File: config.mk
export PLATFORM = sky130hd
export DESIGN_NAME = mem_arbiter
export DESIGN_NICKNAME = d
export VERILOG_FILES = /design/src/rtl/mem_arbiter.sv
export SDC_FILE = /design/constraint.sdc
export NUM_CORES = 1
export LEC_CHECK = 0
export CORE_ASPECT_RATIO = 1.75
export CORE_MARGIN = 3
export CORE_UTILIZATION = 39
export DETAILED_ROUTE_END_ITERATION = 8
export GPL_TIMING_DRIVEN = 0
export HOLD_SLACK_MARGIN = 0.1
export PLACE_DENSITY = 0.8
export SYNTH_ARGS = -nofsm -noshare
export SYNTH_HDL_FRONTEND = slang
export SYNTH_SLANG_ARGS = --single-unit
File: constraint.sdc
create_clock -name clk_in -period 3.12 [get_ports clk_in]
set_clock_uncertainty 0.15 [all_clocks]
set_input_delay 0.624 -clock clk_in [delete_from_list [all_inputs] [get_ports clk_in]]
set_output_delay 0.624 -clock clk_in [all_outputs]
set_load 0.005 [all_outputs]
File: src/rtl/mem_arbiter.sv
`default_nettype none
// ============================================================================
// Module   : mem_arbiter
// Purpose  : Arbitrates the instruction-fetch unit (IF) and the load/store
//            buffer (LSB) onto one downstream memory-controller port. LSB
//            wins by default, but a waiting fetch is served after at most
//            STARVE_LIMIT consecutive LSB grants. Stores to the UART data and
//            status words are held back while the UART buffer is full.
// Ports    : clk_in / rst_in      clock, synchronous active-high reset
//            rdy_in               global enable (low freezes all state)
//            clr_in               pipeline flush, discards an in-flight fetch
//            io_buffer_full       UART output buffer full
//            if_to_arb_*          fetch request (level) and address
//            arb_to_if_*          fetch-complete pulse and fetched word
//            lsb_to_arb_*         load/store request, direction, size, data
//            arb_to_lsb_*         LSB-complete pulse and load data
//            arb_to_mc_*          downstream request, held until mc done
//            mc_to_arb_*          downstream completion pulse and read data
// Revision : 1.0 - initial release
// ============================================================================
module mem_arbiter #(
  parameter int unsigned STARVE_LIMIT = 4  // meaningful range 1..7
) (
  input  logic        clk_in,
  input  logic        rst_in,
  input  logic        rdy_in,
  input  logic        clr_in,
  input  logic        io_buffer_full,
  input  logic        if_to_arb_req,
  input  logic [31:0] if_to_arb_addr,
  output logic        arb_to_if_done,
  output logic [31:0] arb_to_if_inst,
  input  logic        lsb_to_arb_req,
  input  logic        lsb_to_arb_wr,
  input  logic [2:0]  lsb_to_arb_len,
  input  logic [31:0] lsb_to_arb_addr,
  input  logic [31:0] lsb_to_arb_wdata,
  output logic        arb_to_lsb_done,
  output logic [31:0] arb_to_lsb_rdata,
  output logic        arb_to_mc_valid,
  output logic        arb_to_mc_wr,
  output logic [2:0]  arb_to_mc_len,
  output logic [31:0] arb_to_mc_addr,
  output logic [31:0] arb_to_mc_data,
  input  logic        mc_to_arb_done,
  input  logic [31:0] mc_to_arb_rdata
);

  typedef enum logic [1:0] {
    IDLE     = 2'd0,
    BUSY_IF  = 2'd1,
    BUSY_LSB = 2'd2,
    RESP     = 2'd3
  } state_t;

  localparam logic [2:0]  C_STARVE_LIMIT = 3'(STARVE_LIMIT);
  localparam logic [2:0]  C_STARVE_MAX   = 3'd7;
  localparam logic [31:0] C_UART_DATA    = 32'h0003_0000;
  localparam logic [31:0] C_UART_STAT    = 32'h0003_0004;

  state_t      state_q, state_d;
  logic [2:0]  starve_cnt_q, starve_cnt_d;
  logic        discard_q, discard_d;
  logic        txn_if_q, txn_if_d;     // owner of the current transaction
  logic [31:0] rdata_q, rdata_d;
  logic        mc_wr_q, mc_wr_d;
  logic [2:0]  mc_len_q, mc_len_d;
  logic [31:0] mc_addr_q, mc_addr_d;
  logic [31:0] mc_data_q, mc_data_d;

  logic        w_lsb_blocked;
  logic        w_lsb_win;
  logic        w_if_win;
  logic [2:0]  w_starve_inc;

  // Arbitration terms. A blocked UART store simply drops out of the race,
  // so a pending fetch can still be granted in the same cycle.
  always_comb begin
    w_lsb_blocked = lsb_to_arb_wr && io_buffer_full &&
                    ((lsb_to_arb_addr == C_UART_DATA) ||
                     (lsb_to_arb_addr == C_UART_STAT));
    w_lsb_win     = lsb_to_arb_req && !w_lsb_blocked &&
                    (starve_cnt_q < C_STARVE_LIMIT);
    w_if_win      = !w_lsb_win && if_to_arb_req && !clr_in;
    w_starve_inc  = (starve_cnt_q == C_STARVE_MAX) ? C_STARVE_MAX
                                                   : starve_cnt_q + 3'd1;
  end

  // Next-state and datapath.
  always_comb begin
    state_d      = state_q;
    starve_cnt_d = starve_cnt_q;
    discard_d    = discard_q;
    txn_if_d     = txn_if_q;
    rdata_d      = rdata_q;
    mc_wr_d      = mc_wr_q;
    mc_len_d     = mc_len_q;
    mc_addr_d    = mc_addr_q;
    mc_data_d    = mc_data_q;

    case (state_q)
      IDLE: begin
        if (w_lsb_win) begin
          state_d      = BUSY_LSB;
          txn_if_d     = 1'b0;
          mc_wr_d      = lsb_to_arb_wr;
          mc_len_d     = lsb_to_arb_len;
          mc_addr_d    = lsb_to_arb_addr;
          mc_data_d    = lsb_to_arb_wdata;
          // Only grants taken while a fetch is waiting count as starvation.
          starve_cnt_d = if_to_arb_req ? w_starve_inc : 3'd0;
        end else if (w_if_win) begin
          state_d      = BUSY_IF;
          txn_if_d     = 1'b1;
          mc_wr_d      = 1'b0;
          mc_len_d     = 3'd4;
          mc_addr_d    = if_to_arb_addr;
          mc_data_d    = 32'd0;
          starve_cnt_d = 3'd0;
        end else if (!if_to_arb_req) begin
          starve_cnt_d = 3'd0;
        end
      end

      BUSY_IF, BUSY_LSB: begin
        // A flushed fetch still drains downstream; only its reply is dropped.
        if ((state_q == BUSY_IF) && clr_in) begin
          discard_d = 1'b1;
        end
        if (mc_to_arb_done) begin
          state_d   = RESP;
          rdata_d   = ((state_q == BUSY_LSB) && mc_wr_q) ? 32'd0
                                                         : mc_to_arb_rdata;
          mc_wr_d   = 1'b0;
          mc_len_d  = 3'd0;
          mc_addr_d = 32'd0;
          mc_data_d = 32'd0;
        end
      end

      RESP: begin
        state_d   = IDLE;
        discard_d = 1'b0;
      end

      default: begin
        state_d = IDLE;
      end
    endcase
  end

  // Reset overrides the freeze; rdy_in low holds every register, which is
  // also what stretches a done pulse sitting in RESP.
  always_ff @(posedge clk_in) begin
    if (rst_in) begin
      state_q      <= IDLE;
      starve_cnt_q <= 3'd0;
      discard_q    <= 1'b0;
      txn_if_q     <= 1'b0;
      rdata_q      <= 32'd0;
      mc_wr_q      <= 1'b0;
      mc_len_q     <= 3'd0;
      mc_addr_q    <= 32'd0;
      mc_data_q    <= 32'd0;
    end else if (rdy_in) begin
      state_q      <= state_d;
      starve_cnt_q <= starve_cnt_d;
      discard_q    <= discard_d;
      txn_if_q     <= txn_if_d;
      rdata_q      <= rdata_d;
      mc_wr_q      <= mc_wr_d;
      mc_len_q     <= mc_len_d;
      mc_addr_q    <= mc_addr_d;
      mc_data_q    <= mc_data_d;
    end
  end

  // A flush arriving during the response cycle itself must still be able to
  // kill the fetch reply, hence the direct clr_in term.
  always_comb begin
    arb_to_mc_valid  = (state_q == BUSY_IF) || (state_q == BUSY_LSB);
    arb_to_mc_wr     = mc_wr_q;
    arb_to_mc_len    = mc_len_q;
    arb_to_mc_addr   = mc_addr_q;
    arb_to_mc_data   = mc_data_q;
    arb_to_if_done   = (state_q == RESP) && txn_if_q && !discard_q && !clr_in;
    arb_to_lsb_done  = (state_q == RESP) && !txn_if_q;
    arb_to_if_inst   = arb_to_if_done  ? rdata_q : 32'd0;
    arb_to_lsb_rdata = arb_to_lsb_done ? rdata_q : 32'd0;
  end

endmodule
`default_nettype wire

== Word-level counts from Yosys, hierarchy flattened ==
Index checks and enable logic that the tools add are counted.

* $add $sub $neg: 1
* Multipliers: 0
* Divide/modulo/power cells: 0
* Magnitude comparators: 1
* Equality and inequality tests: 10
* Shift-type cells: 0
* Multiplexer cells: 31
* Bitwise operators: 0
* Reductions and logical operators: 30

{| class="wikitable"
|+ Operators with widths
! cell !! count
|-
| two-way mux 32 bit || 8
|-
| case mux 32 bit (2 select lines) || 2
|-
| equality test 32 x 18 -> 1 bit (second input constant) || 2
|-
| two-way mux 3 bit || 8
|-
| AND reduction 3 bit || 5
|-
| logical AND 1 bit || 12
|-
| two-way mux 1 bit || 6
|-
| two-way mux 2 bit || 3
|-
| case mux 2 bit (3 select lines) || 1
|-
| case mux 3 bit (2 select lines) || 1
|-
| nonzero test 2 bit || 3
|-
| logical NOT 1 bit || 5
|-
| equality test 2 bit (second input constant) || 2
|-
| != test 2 bit (second input constant) || 2
|-
| case mux 1 bit (2 select lines) || 2
|-
| AND reduction 4 bit || 1
|-
| adder 3 x 1 -> 3 bit (second input constant) || 1
|-
| equality test 3 bit (second input constant) || 1
|-
| less-than comparator 3 bit (second input constant) || 1
|-
| != test 3 x 1 -> 1 bit (second input constant) || 1
|-
| != test 3 bit (second input constant) || 1
|-
| equality test 2 x 1 -> 1 bit (second input constant) || 1
|-
| logical NOT 2 bit || 1
|-
| logical OR 1 bit || 2
|-
| OR reduction 2 bit || 1
|}

* Register bits after elaboration: 107
* Latch bits: 0
* RAM bits: 0
* Bits in read-only memories: 0
* Memories kept: 0

== Depth between registers and ports, before layout ==
* Word-level depth: 12
* Gate-level depth with buffers: 8

== Worst setup path after synthesis ==
No wires, ideal clock.

* Path type: input -> register
* Start point: input port lsb_to_arb_addr[14]
* End point: register mc_addr_q[10], in the netlist arb_to_mc_addr[10]
* Library setup time: 0.122 ns
* Arrival: 2.112 ns
* Setup slack: 0.736 ns
* Stages: 7
* Buffers on the path: 2
* Cell sequence: nor4b_2 > nand4_1 > o31ai_1 > buf_4 > buf_2 > mux2i_1 > o2bb2ai_2

* Cells in the longest elaborated chain, start to end: 11

{| class="wikitable"
|+ Ends and longest elaborated chain
! element !! line !! text
|-
| start: declaration || 36 || <nowiki>input logic [31:0] lsb_to_arb_addr,</nowiki>
|-
| equality test 32 x 18 -> 1 bit (on tied branches) || 80, 81 ||
|-
| logical OR 1 bit (*) || 80 || <nowiki>((lsb_to_arb_addr == C_UART_DATA) ||</nowiki>
|-
| logical AND 1 bit (*) || 79 || <nowiki>w_lsb_blocked = lsb_to_arb_wr && io_buffer_full &&</nowiki>
|-
| logical NOT 1 bit (*) || 82 || <nowiki>w_lsb_win = lsb_to_arb_req && !w_lsb_blocked &&</nowiki>
|-
| logical AND 1 bit (*) (2 in series) || 82 ||
|-
| logical NOT 1 bit || 84 || <nowiki>w_if_win = !w_lsb_win && if_to_arb_req && !clr_in;</nowiki>
|-
| logical AND 1 bit (2 in series) || 84 ||
|-
| != test 3 bit (no source line) || -- ||
|-
| AND reduction 4 bit (no source line) || -- ||
|-
| end signal: assignment || 173 || <nowiki>mc_addr_q <= mc_addr_d;</nowiki>
|-
| end: declaration || 68 || <nowiki>logic [31:0] mc_addr_q, mc_addr_d;</nowiki>
|}

Mark *: on every way between the ends. The rest lies on a longest branch, timed or not.
A chain may end at the register's enable or synchronous reset.

== Worst setup path after layout ==
* Start point: input port clr_in
* End point: output port arb_to_if_inst[22]

* Cells in the longest elaborated chain, start to end: 3

{| class="wikitable"
|+ Ends and longest elaborated chain
! element !! line !! text
|-
| start: declaration || 27 || <nowiki>input logic clr_in,</nowiki>
|-
| logical NOT 1 bit || 186 || <nowiki>arb_to_if_done = (state_q == RESP) && txn_if_q && !discard_q && !clr_in;</nowiki>
|-
| logical AND 1 bit || 186 ||
|-
| two-way mux 32 bit || 188 || <nowiki>arb_to_if_inst = arb_to_if_done ? rdata_q : 32'd0;</nowiki>
|-
| end: declaration || 32 || <nowiki>output logic [31:0] arb_to_if_inst,</nowiki>
|}

Every way passes these cells.

==> flow_summary.json <==
{
  "critPathSlowestCell": "clkdlybuf4s50_1",
  "dp.cells": 954,
  "met3WireLength_mm": 1.27,
  "drtIter0Drc": 308,
  "synth_top_flop_cell": "dfxtp_1",
  "die_height_um": 154,
  "synth_edf_count": 0,
  "drv_slew": 0,
  "worstMarginPinSlew_ps": 552,
  "seqCellArea_mm2": 0.00214,
  "chipWidth_um": 90.4,
  "final_cells": 972,
  "clkPwrFrac_pct": 32.7,
  "core-area_mm2": 0.0121,
  "netlist_area_mm2": 0.00486,
  "highest_layer": "met4",
  "yosysSeqAreaShare_pct": 44.0,
  "period_share_pct": 96.3,
  "finalWirelength_mm": 17.6,
  "comb_power_share_pct": 23.0,
  "ys_types": 46,
  "status": "finished, final reports clean",
  "cts.sinks": 107,
  "port_buffers": 273,
  "worstPathCellList": "dlygate4sd2_1, nor4b_4, buf_4, clkbuf_2, and2_1, clkdlybuf4s50_1",
  "via_per_inst": 5.19,
  "drive_gt1_share_pct": 8.67,
  "power_density_mw_per_mm2": 427,
  "pwr-share-seq_pct": 44.2,
  "wl_per_cell_um": 18.1,
  "gr-total-overflow": 0,
  "synth_cells": 516,
  "wl_met2_mm": 9.77,
  "max_freq_mhz": 333,
  "drc": 0,
  "switching_power_uw": 991,
  "async_flop_share_pct": 0,
  "nets": 948,
  "ir_worst_vdd_mv": 0.257,
  "fillers": 993,
  "p_sw_share_pct": 28.5,
  "crit_path_max_fanout": 10,
  "rsz0062_at_grt": "no",
  "hp-class": "reg2reg",
  "vias": 5047,
  "syn_nets": 662,
  "rows": 53,
  "relSlewSlack_pct": 63.2,
  "htree_num_levels": 3,
  "cts_tree": "done",
  "grt_max_degree": 21,
  "ys_warn_count": 0,
  "insertion_delay_ps": 350,
  "grt_pass1_wl_mm": 27.8,
  "dpl.hpwl_mm": 14.3,
  "m1WireLength_mm": 6.11,
  "dr.pass1.iters": 4,
  "start_kind": "input pin",
  "cts_buffer_depth": 2,
  "max_cap_viol_count": 0,
  "cts_buffers": 9,
  "endpoint_kind": "output port",
  "critPathArrivalTime_ps": 2230,
  "power_leakage_nw": 2.99,
  "postCtsHoldBufs": 0,
  "initial_utilization_pct": 40.1,
  "syn_avg_cell_area_um2": 9.43,
  "grt_pass1_vias": 5267,
  "antenna_found_initial": 0,
  "dieArea_mm2": 0.0139,
  "setup_viol": 0,
  "ys_ff_latch": 107,
  "area_delta_synth_final_pct": 67.8,
  "hold_viol_final": 0,
  "gp_congestion": 0.863,
  "io_pins": 275,
  "root_buffer": "clkbuf_16",
  "multi_input_area_mm2": 0.00250,
  "antennaDiodeCount": 0,
  "required_ps": 2350,
  "drtAntennaViolNets": 0,
  "intPower_mw": 2.49,
  "final_util_pct": 67.3,
  "cts.clk_slew.worst_paths_ps": 70,
  "cpPeakStageDelay_ps": 500,
  "period_needed_ps": 3000,
  "crit_type": "in2out",
  "grtUsageTotal_pct": 24.9
}
-- power groups by stage --
stage	Combinational [mW]	Sequential (mW)	Clock, mW
final	0.802	1.54	1.14
after global placement	0.778	1.56	0
after detailed placement	0.798	1.57	0
after floorplan	0.333	1.56	0
after global routing	0.865	1.55	1.21
after CTS	0.805	1.54	1.16
-- critical path, delay by kind of cell --
family	cells	cell delay, ps
AND/OR/NAND/NOR	2	410
buffers and inverters	4	1180
-- stage by stage --
stage	hold WS, ps	area (µm²)	power [mW]	setup TNS (ps)	worst slack (ps)
final	309	8160	3.48	0	116
after global routing	333	8160	3.63	0	38.4
after CTS	309	8140	3.50	0	2.45
after detailed placement	297	7800	2.37	-29410	-739
after global placement	294	7800	2.34	-25850	-755
after floorplan	286	4860	1.90	0	736
-- sequential cells by signal (all words and copies together) (netlist names), 2 cells and up --
register and cells:
starve_cnt_q 3, rdata_q 32, arb_to_mc_len 3, arb_to_mc_data 32, state_q 2, arb_to_mc_addr 32
-- synth_stat cells (2+ instances only) --
library cell,count,share of area [%]
dfxtp_1,107,44
and2_1,64,8.2
nand2_1,47,3.6
a21oi_1,39,4.0
nand3_1,37,3.8
a22o_1,30,5.4
clkbuf_1,26,2.0
mux2i_1,20,4.1
nor3_1,13,1.3
nor2b_1,12,1.5
a221o_1,11,2.3
o2bb2ai_1,10,1.8
o2bb2ai_2,10,3.1
inv_1,8,0.62
nor2_1,7,0.54
buf_6,6,1.4
ha_1,6,1.5
a22o_2,5,1.0
buf_1,5,0.39
buf_2,5,0.51
nor4_2,5,1.3
o211ai_1,5,0.77
o21ai_0,4,0.41
nand2b_1,3,0.39
o2111ai_1,3,0.54
o41ai_1,3,0.54
a31oi_1,2,0.26
and3_1,2,0.26
and4_1,2,0.36
nand4_1,2,0.26
or3_1,2,0.26
-- layer usage --
layer / vias to the layer above / global-route usage, %
met5: - / 0
met3: 30 / 6.90
met4: 0 / 7.96
met1: 2345 / 24.7
li1: 2438 / -
met2: 234 / 49.0
-- cells in the final DEF (no fill, tap or decap), types with 2 or more instances in the layout --
cell type        Yosys  final
a21oi_1             39     39
a221o_1             11     11
a22o_1              30     30
a22o_2               5      5
and2_1              64     64
and3_1               2      2
and4_1               2      2
buf_1                5      5
buf_2                5      5
buf_4                1      3
buf_6                6      6
clkbuf_1            26     20
clkbuf_16            0      9
clkbuf_2             0      5
clkdlybuf4s50_1      0    272
clkinv_8             0      2
dfxtp_1            107    106
ha_1                 6      6
inv_1                8      8
inv_6                0      4
mux2i_1             20     20
nand2_1             47     47
nand2b_1             3      3
nand3_1             37     37
nand4_1              2      2
nor2_1               7      6
nor2b_1             12     12
nor3_1              13     13
nor4_2               5      5
o2111ai_1            3      3
o211ai_1             5      5
o21ai_0              4      4
o2bb2ai_1           10     10
o2bb2ai_2           10     10
o41ai_1              3      3
or3_1                2      2
-- timing repair --
| action | in CTS | in global routing |
|---|---|---|
| pin swaps | 1 | 0 |
| endpoints found under the setup margin | 62 | 72 |
| gates cloned | 0 | 0 |
| resized for setup | 10 | 11 |
| setup buffers | 2 | 0 |
-- area by class of cell --
class / count / area share (%)
Clock inverter: 6 / 0.828
Tap cell: 165 / 2.53
Sequential cell: 107 / 26.3
Timing Repair Buffer: 275 / 33.6
Inverter: 8 / 0.368
Buffer: 43 / 2.90
Multi-Input combinational cell: 358 / 30.7
Clock buffer: 10 / 2.81
-- cells by family after synthesis --
logic type / after synthesis / synth area share (%)
AO/OA/AOI/OAI: 127 / 21.2
adder cells (fa/ha/maj): 6 / 1.54
buffers and inverters: 51 / 5.07
flip-flops: 107 / 44.0
multiplexers: 21 / 4.35
AND/OR/NAND/NOR: 204 / 23.8
-- worst paths after layout --
path                     from                 end  slack, ps  depth (start not counted)
hold reg to reg   rdata_q[23]         rdata_q[23]        310                          2
setup reg to reg   state_q[1]  arb_to_mc_addr[24]        380                          8
setup / recovery       clr_in  arb_to_if_inst[22]        120                          6
hold / removal    rdata_q[23]         rdata_q[23]        310                          2
(Power assumes the default switching activity.)
